### src/rtl/loader_pkg.sv
// Shared types and defaults for the switch-driven memory loader.
package loader_pkg;

    localparam int unsigned DEF_DEBOUNCE_CYCLES = 16;
    localparam int unsigned DEF_ADDR_W          = 8;
    localparam int unsigned DEF_DATA_W          = 16;
    localparam int unsigned BYTE_W              = 8;
    localparam int unsigned STATE_W             = 2;
    localparam int unsigned COUNT_W             = 8;

    typedef enum logic [STATE_W-1:0] {
        ST_LO = 2'd0,
        ST_HI = 2'd1,
        ST_WR = 2'd2
    } loader_state_e;

endpackage

### src/rtl/key_debounce.sv
// Synchronizes and debounces an active-low pushbutton; emits a one-cycle pulse per press.
module key_debounce #(
    parameter int unsigned DEBOUNCE_CYCLES = 16
) (
    input  logic clk,
    input  logic reset,
    input  logic key_raw,
    output logic press_evt
);

    localparam int unsigned CNT_W = (DEBOUNCE_CYCLES > 2) ? $clog2(DEBOUNCE_CYCLES) : 1;
    localparam logic [CNT_W-1:0] CNT_MAX = CNT_W'(DEBOUNCE_CYCLES - 1);

    logic             sync_a;
    logic             key_sync;
    logic             key_stable;
    logic [CNT_W-1:0] cnt;

    // A level change is accepted only after it has been stable for DEBOUNCE_CYCLES cycles.
    always_ff @(posedge clk) begin
        if (!reset) begin
            sync_a     <= 1'b1;
            key_sync   <= 1'b1;
            key_stable <= 1'b1;
            cnt        <= '0;
            press_evt  <= 1'b0;
        end else begin
            sync_a    <= key_raw;
            key_sync  <= sync_a;
            press_evt <= 1'b0;
            if (key_sync == key_stable) begin
                cnt <= '0;
            end else if (cnt == CNT_MAX) begin
                key_stable <= key_sync;
                cnt        <= '0;
                press_evt  <= key_stable & ~key_sync;
            end else begin
                cnt <= cnt + CNT_W'(1);
            end
        end
    end

endmodule

### src/rtl/sw_mem_loader.sv
// Byte-wise entry of memory words from SW[7:0] and one KEY, with auto-incrementing address.
module sw_mem_loader
    import loader_pkg::*;
#(
    parameter int unsigned DEBOUNCE_CYCLES = DEF_DEBOUNCE_CYCLES,
    parameter int unsigned ADDR_W          = DEF_ADDR_W,
    parameter int unsigned DATA_W          = DEF_DATA_W
) (
    input  logic                clk,
    input  logic                reset,
    input  logic                key_raw,
    input  logic [BYTE_W-1:0]   sw,
    input  logic                set_addr,
    input  logic                load_en,
    output logic [ADDR_W-1:0]   mem_addr,
    output logic [DATA_W-1:0]   mem_din,
    output logic                mem_we,
    output logic [STATE_W-1:0]  state_out,
    output logic [COUNT_W-1:0]  word_count
);

    loader_state_e       state_q;
    logic [ADDR_W-1:0]   addr_q;
    logic [DATA_W-1:0]   shadow_q;
    logic [COUNT_W-1:0]  count_q;
    logic                we_q;
    logic                press_evt;

    key_debounce #(
        .DEBOUNCE_CYCLES(DEBOUNCE_CYCLES)
    ) u_key (
        .clk      (clk),
        .reset    (reset),
        .key_raw  (key_raw),
        .press_evt(press_evt)
    );

    // we_q is raised on the edge entering WR so it mirrors state_q == ST_WR exactly.
    always_ff @(posedge clk) begin
        if (!reset) begin
            state_q  <= ST_LO;
            addr_q   <= '0;
            shadow_q <= '0;
            count_q  <= '0;
            we_q     <= 1'b0;
        end else begin
            we_q <= 1'b0;
            case (state_q)
                ST_LO: begin
                    if (press_evt && load_en) begin
                        if (set_addr) begin
                            addr_q <= ADDR_W'(sw);
                        end else begin
                            shadow_q[BYTE_W-1:0] <= sw;
                            state_q              <= ST_HI;
                        end
                    end
                end
                ST_HI: begin
                    if (!load_en) begin
                        state_q <= ST_LO;
                    end else if (press_evt) begin
                        shadow_q[2*BYTE_W-1:BYTE_W] <= sw;
                        state_q                     <= ST_WR;
                        we_q                        <= 1'b1;
                    end
                end
                ST_WR: begin
                    addr_q  <= addr_q + ADDR_W'(1);
                    count_q <= count_q + COUNT_W'(1);
                    state_q <= ST_LO;
                end
                default: begin
                    state_q <= ST_LO;
                end
            endcase
        end
    end

    assign mem_addr   = addr_q;
    assign mem_din    = shadow_q;
    assign mem_we     = we_q;
    assign state_out  = state_q;
    assign word_count = count_q;

endmodule
### config.mk
export PLATFORM = sky130hd
export DESIGN_NAME = sw_mem_loader
export DESIGN_NICKNAME = d
export VERILOG_FILES = /design/src/rtl/loader_pkg.sv /design/src/rtl/key_debounce.sv /design/src/rtl/sw_mem_loader.sv
export SDC_FILE = /design/constraint.sdc
export NUM_CORES = 1
export LEC_CHECK = 0
export BUFFER_PORTS_ARGS = -buffer_cell sky130_fd_sc_hd__buf_2
export CAP_MARGIN = 10
export CORE_MARGIN = 2
export CORE_UTILIZATION = 48
export CTS_BUF_LIST = sky130_fd_sc_hd__clkbuf_16
export DETAILED_ROUTE_END_ITERATION = 10
export PLACE_DENSITY_LB_ADDON = 0.3
export SYNTH_ARGS = -nofsm -noshare
export SYNTH_HDL_FRONTEND = slang
export SYNTH_HIERARCHICAL = 1
export SYNTH_SLANG_ARGS = --single-unit
export TNS_END_PERCENT = 5
### constraint.sdc
create_clock -name clk -period 1.44 [get_ports clk]
set_input_delay 0.288 -clock clk [delete_from_list [all_inputs] [get_ports clk]]
set_output_delay 0.288 -clock clk [all_outputs]
set_load 0.01 [all_outputs]
==> summary.txt <==
Run status
  – Outcome: completed

Floorplanning
  – Core ar.: between 3000 and 4000 um^2
  – Die H: between 60 and 70 um
  – Die X: 64.4 um
  – # IOs: 48
  – Initial Util: 0.513
  – Core Rows: 21
  – Die area: about 4200 um^2

STA
  – RSZ-0062 raised after global routing: yes
  – Tmin final: ~1300 ps
  – Final Hold Viols: 0
  – Setup skew after layout: 6.69 ps
  – Final Max Slew Viols: 0
  – Maximum clock frequency: 0.754 GHz
  – Worst-Margin Slew: 257 ps
  – Rel. slew slack: 0.828
  – Tcrit/Tclk final: 0.920
  – Setup TNS: 0 ps
  – # setup viols final: 0
  – Hold WS: about 180 ps

Pwr
  – Switching power: 0.000523 W
  – Combinational Power Share: 0.029
  – Peak supply drop: between 500 and 600 uV
  – Overall Power: about 0.0024 W
  – Switching share of power: 0.219
  – Design internal power: 0.00186 W
  – Pwr per Cell Area: roughly 1100 nW/um^2
  – Flop pwr share: 0.500
  – Leak pwr: 0.993 nW
  – Clk network pwr share: 0.471

Synthesis
  – Synth Flop Type: dfxtp_1
  – Post-synth EDFFs: 0
  – Count leader, synth: dfxtp_1
  – Mapped Cells: roughly 200
  – Post-Syn Area: 1750 um^2
  – Top cell type by total area after synthesis: dfxtp_1
  – Synthesized Nets: 216
  – Seq/Total Area, Yosys: 0.491
  – Ys async rst share: 0
  – Yosys top cell area share: 0.491
  – Yosys cell types: 38
  – Leading cell types by count after synthesis: 43 x dfxtp_1, 34 x nand2_1, 25 x a21oi_1
  – Synth area leaders: dfxtp_1 49%, nand2_1 7.3%, a21oi_1 7.1%
  – Syn Area/Cell: 8.81 um^2
  – Synth Register Bits: 43
  – Ys Warns: 6

Route
  – Wl on met1: 1890 um
  – Routed len/inst: 13.6 um
  – DRT Pass-1 Iters: 4
  – DRC Markers: 0
  – Detail Route Antenna Nets: 0
  – Vias: ~1600
  – DR iter-0 viols: between 80 and 90
  – Met2 wire len: 1910 um
  – Via density: between 5 and 6
  – Max Used Layer: met4
  – Met3 WL: 239 um
  – Routed WL: 4100 um

Placed design
  – Placed Area: 2080 um^2
  – Post-placement cell count: approximately 290
  – Gpl congestion: 0.870
  – HPWL after DPL: 3000 um
  – PortBufs: 47

Final layout
  – Filler-free cell count of the finished design: ~300
  – Antenna Cells: 0
  – FILL cells: 311
  – Ratio of cells with drive above 1 in the final layout: 0.293
  – Cell area after layout: 2240 um^2
  – Synthesis-to-layout area growth: 27.6%
  – Final #Nets: 272

Clock tree
  – Clk sink count: 43
  – TritonCTS clock tree: done
  – CTS Buf Count: 5
  – Root Buffer Master: clkbuf_16
  – CTS max path bufs: 2
  – Htree depth: 2
  – Clock Latency Late Sink: 290 ps
  – Postcts setup bufs: 0
  – Clock slew at the register clock pins of the worst setup and hold paths: 60 ps

Min path
  – HP Class: in2reg

Setup path
  – Worst Path Max Fanout: 7
  – Worst EP arrival: 1540 ps
  – Crit-path leading delay family: simple AND/OR/NAND/NOR gates
  – Type of element capturing the critical path: flop
  – Critical Path RT: 1650 ps
  – Slowest cell on crit path: dfxtp_2
  – Worst path buffer plus inverter count: 1
  – Critical path class: reg2reg
  – Max incr delay on CP: between 300 and 400 ps
  – Crit path launch type: flop
  – Crit-path cells: buf_4, nand4b_1, nor2_1, a21oi_1, a31oi_1

Global routing
  – Initial antenna violation count: 0
  – Gr ovfl total: 0
  – Vias in the first global route: around 1500
  – Largest net degree at the start of global routing: 24
  – First-pass GRT wire length: 7070 um
  – Gr usage total: 0.217

Flow run
  – MaxCap Viol Count: 0
-- per-stage QoR --
step                 util  setup WS (ps)
floorplan               -            133
global placement    0.608           51.5
detailed placement  0.608           14.0
CTS                 0.652           25.4
global route        0.655          -11.6
finish              0.655            115
-- timing repair --
item | CTS | global route
hold buffers | 0 | 0
gates cloned | 0 | 0
resized for setup | 1 | 6
setup endpoints to repair | 1 | 10
-- cells in the final DEF (no fill, tap or decap), types with 3 or more instances in the layout --
master     netlist  final
and3_1           3      3
xor2_1           5      5
nand2_1         34     34
ha_1             4      4
clkbuf_16        0      5
a21oi_1         25     25
buf_2            2     47
inv_1            3      3
buf_4            1     10
o21ai_0          6      4
nand4b_1         3      3
nand4_1          7      7
nand3_1         16     16
nor2_1          10     10
dfxtp_1         43     42
-- cell families after synthesis --
group | synth area share
mux | 0.0114
fa+ha+maj | 0.0286
simple gates | 0.266
xor+xnor | 0.0350
flops | 0.491
compound gates | 0.136
buf+inv | 0.0314
-- sequential cells by signal (all words and copies together) (netlist names) --
register / count
word_count: 8
state_out: 2
mem_we: 1
mem_addr: 8
mem_din: 16
u_key/cnt: 4
u_key/sync_a: 1
u_key/press_evt: 1
u_key/key_sync: 1
u_key/key_stable: 1
-- per-layer routing --
layer  vias to the layer above  global-route usage
li1                        821                   -
met1                       761               0.283
met2                        51               0.355
met3                         6              0.0556
met4                         0              0.0665
met5                         -                   0
-- final timing paths --
| kind | startpoint | to | slack [ps] | cells after the start |
|---|---|---|---|---|
| worst max register to register | state_out[0] | mem_addr[7] | 110 | 5 |
| worst min register to register | u_key/sync_a | u_key/key_sync | 410 | 1 |
| worst max-delay path | state_out[0] | mem_addr[7] | 110 | 5 |
| worst min-delay path | key_raw | u_key/sync_a | 180 | 2 |
-- cell type report --
type,count,area [um^2],share of cell area
clock buffers,5,125,0.0559
clock inverters,3,25.0,0.0112
inverters,3,11.3,0.00503
multi-input cells,145,846,0.378
flip-flops and latches,43,862,0.385
well taps,46,57.6,0.0257
repair buffers,57,310,0.139
-- power groups by stage --
stage	logic (W)	clock network, W	registers [W]
after global routing	0.0000750	0.00120	0.00119
final	0.0000696	0.00112	0.00119
after global placement	0.0000678	0	0.00122
after CTS	0.0000680	0.00115	0.00119
after floorplan	0.0000283	0	0.00122
after detailed placement	0.0000679	0	0.00122
Power figures use the tool's default switching activity.
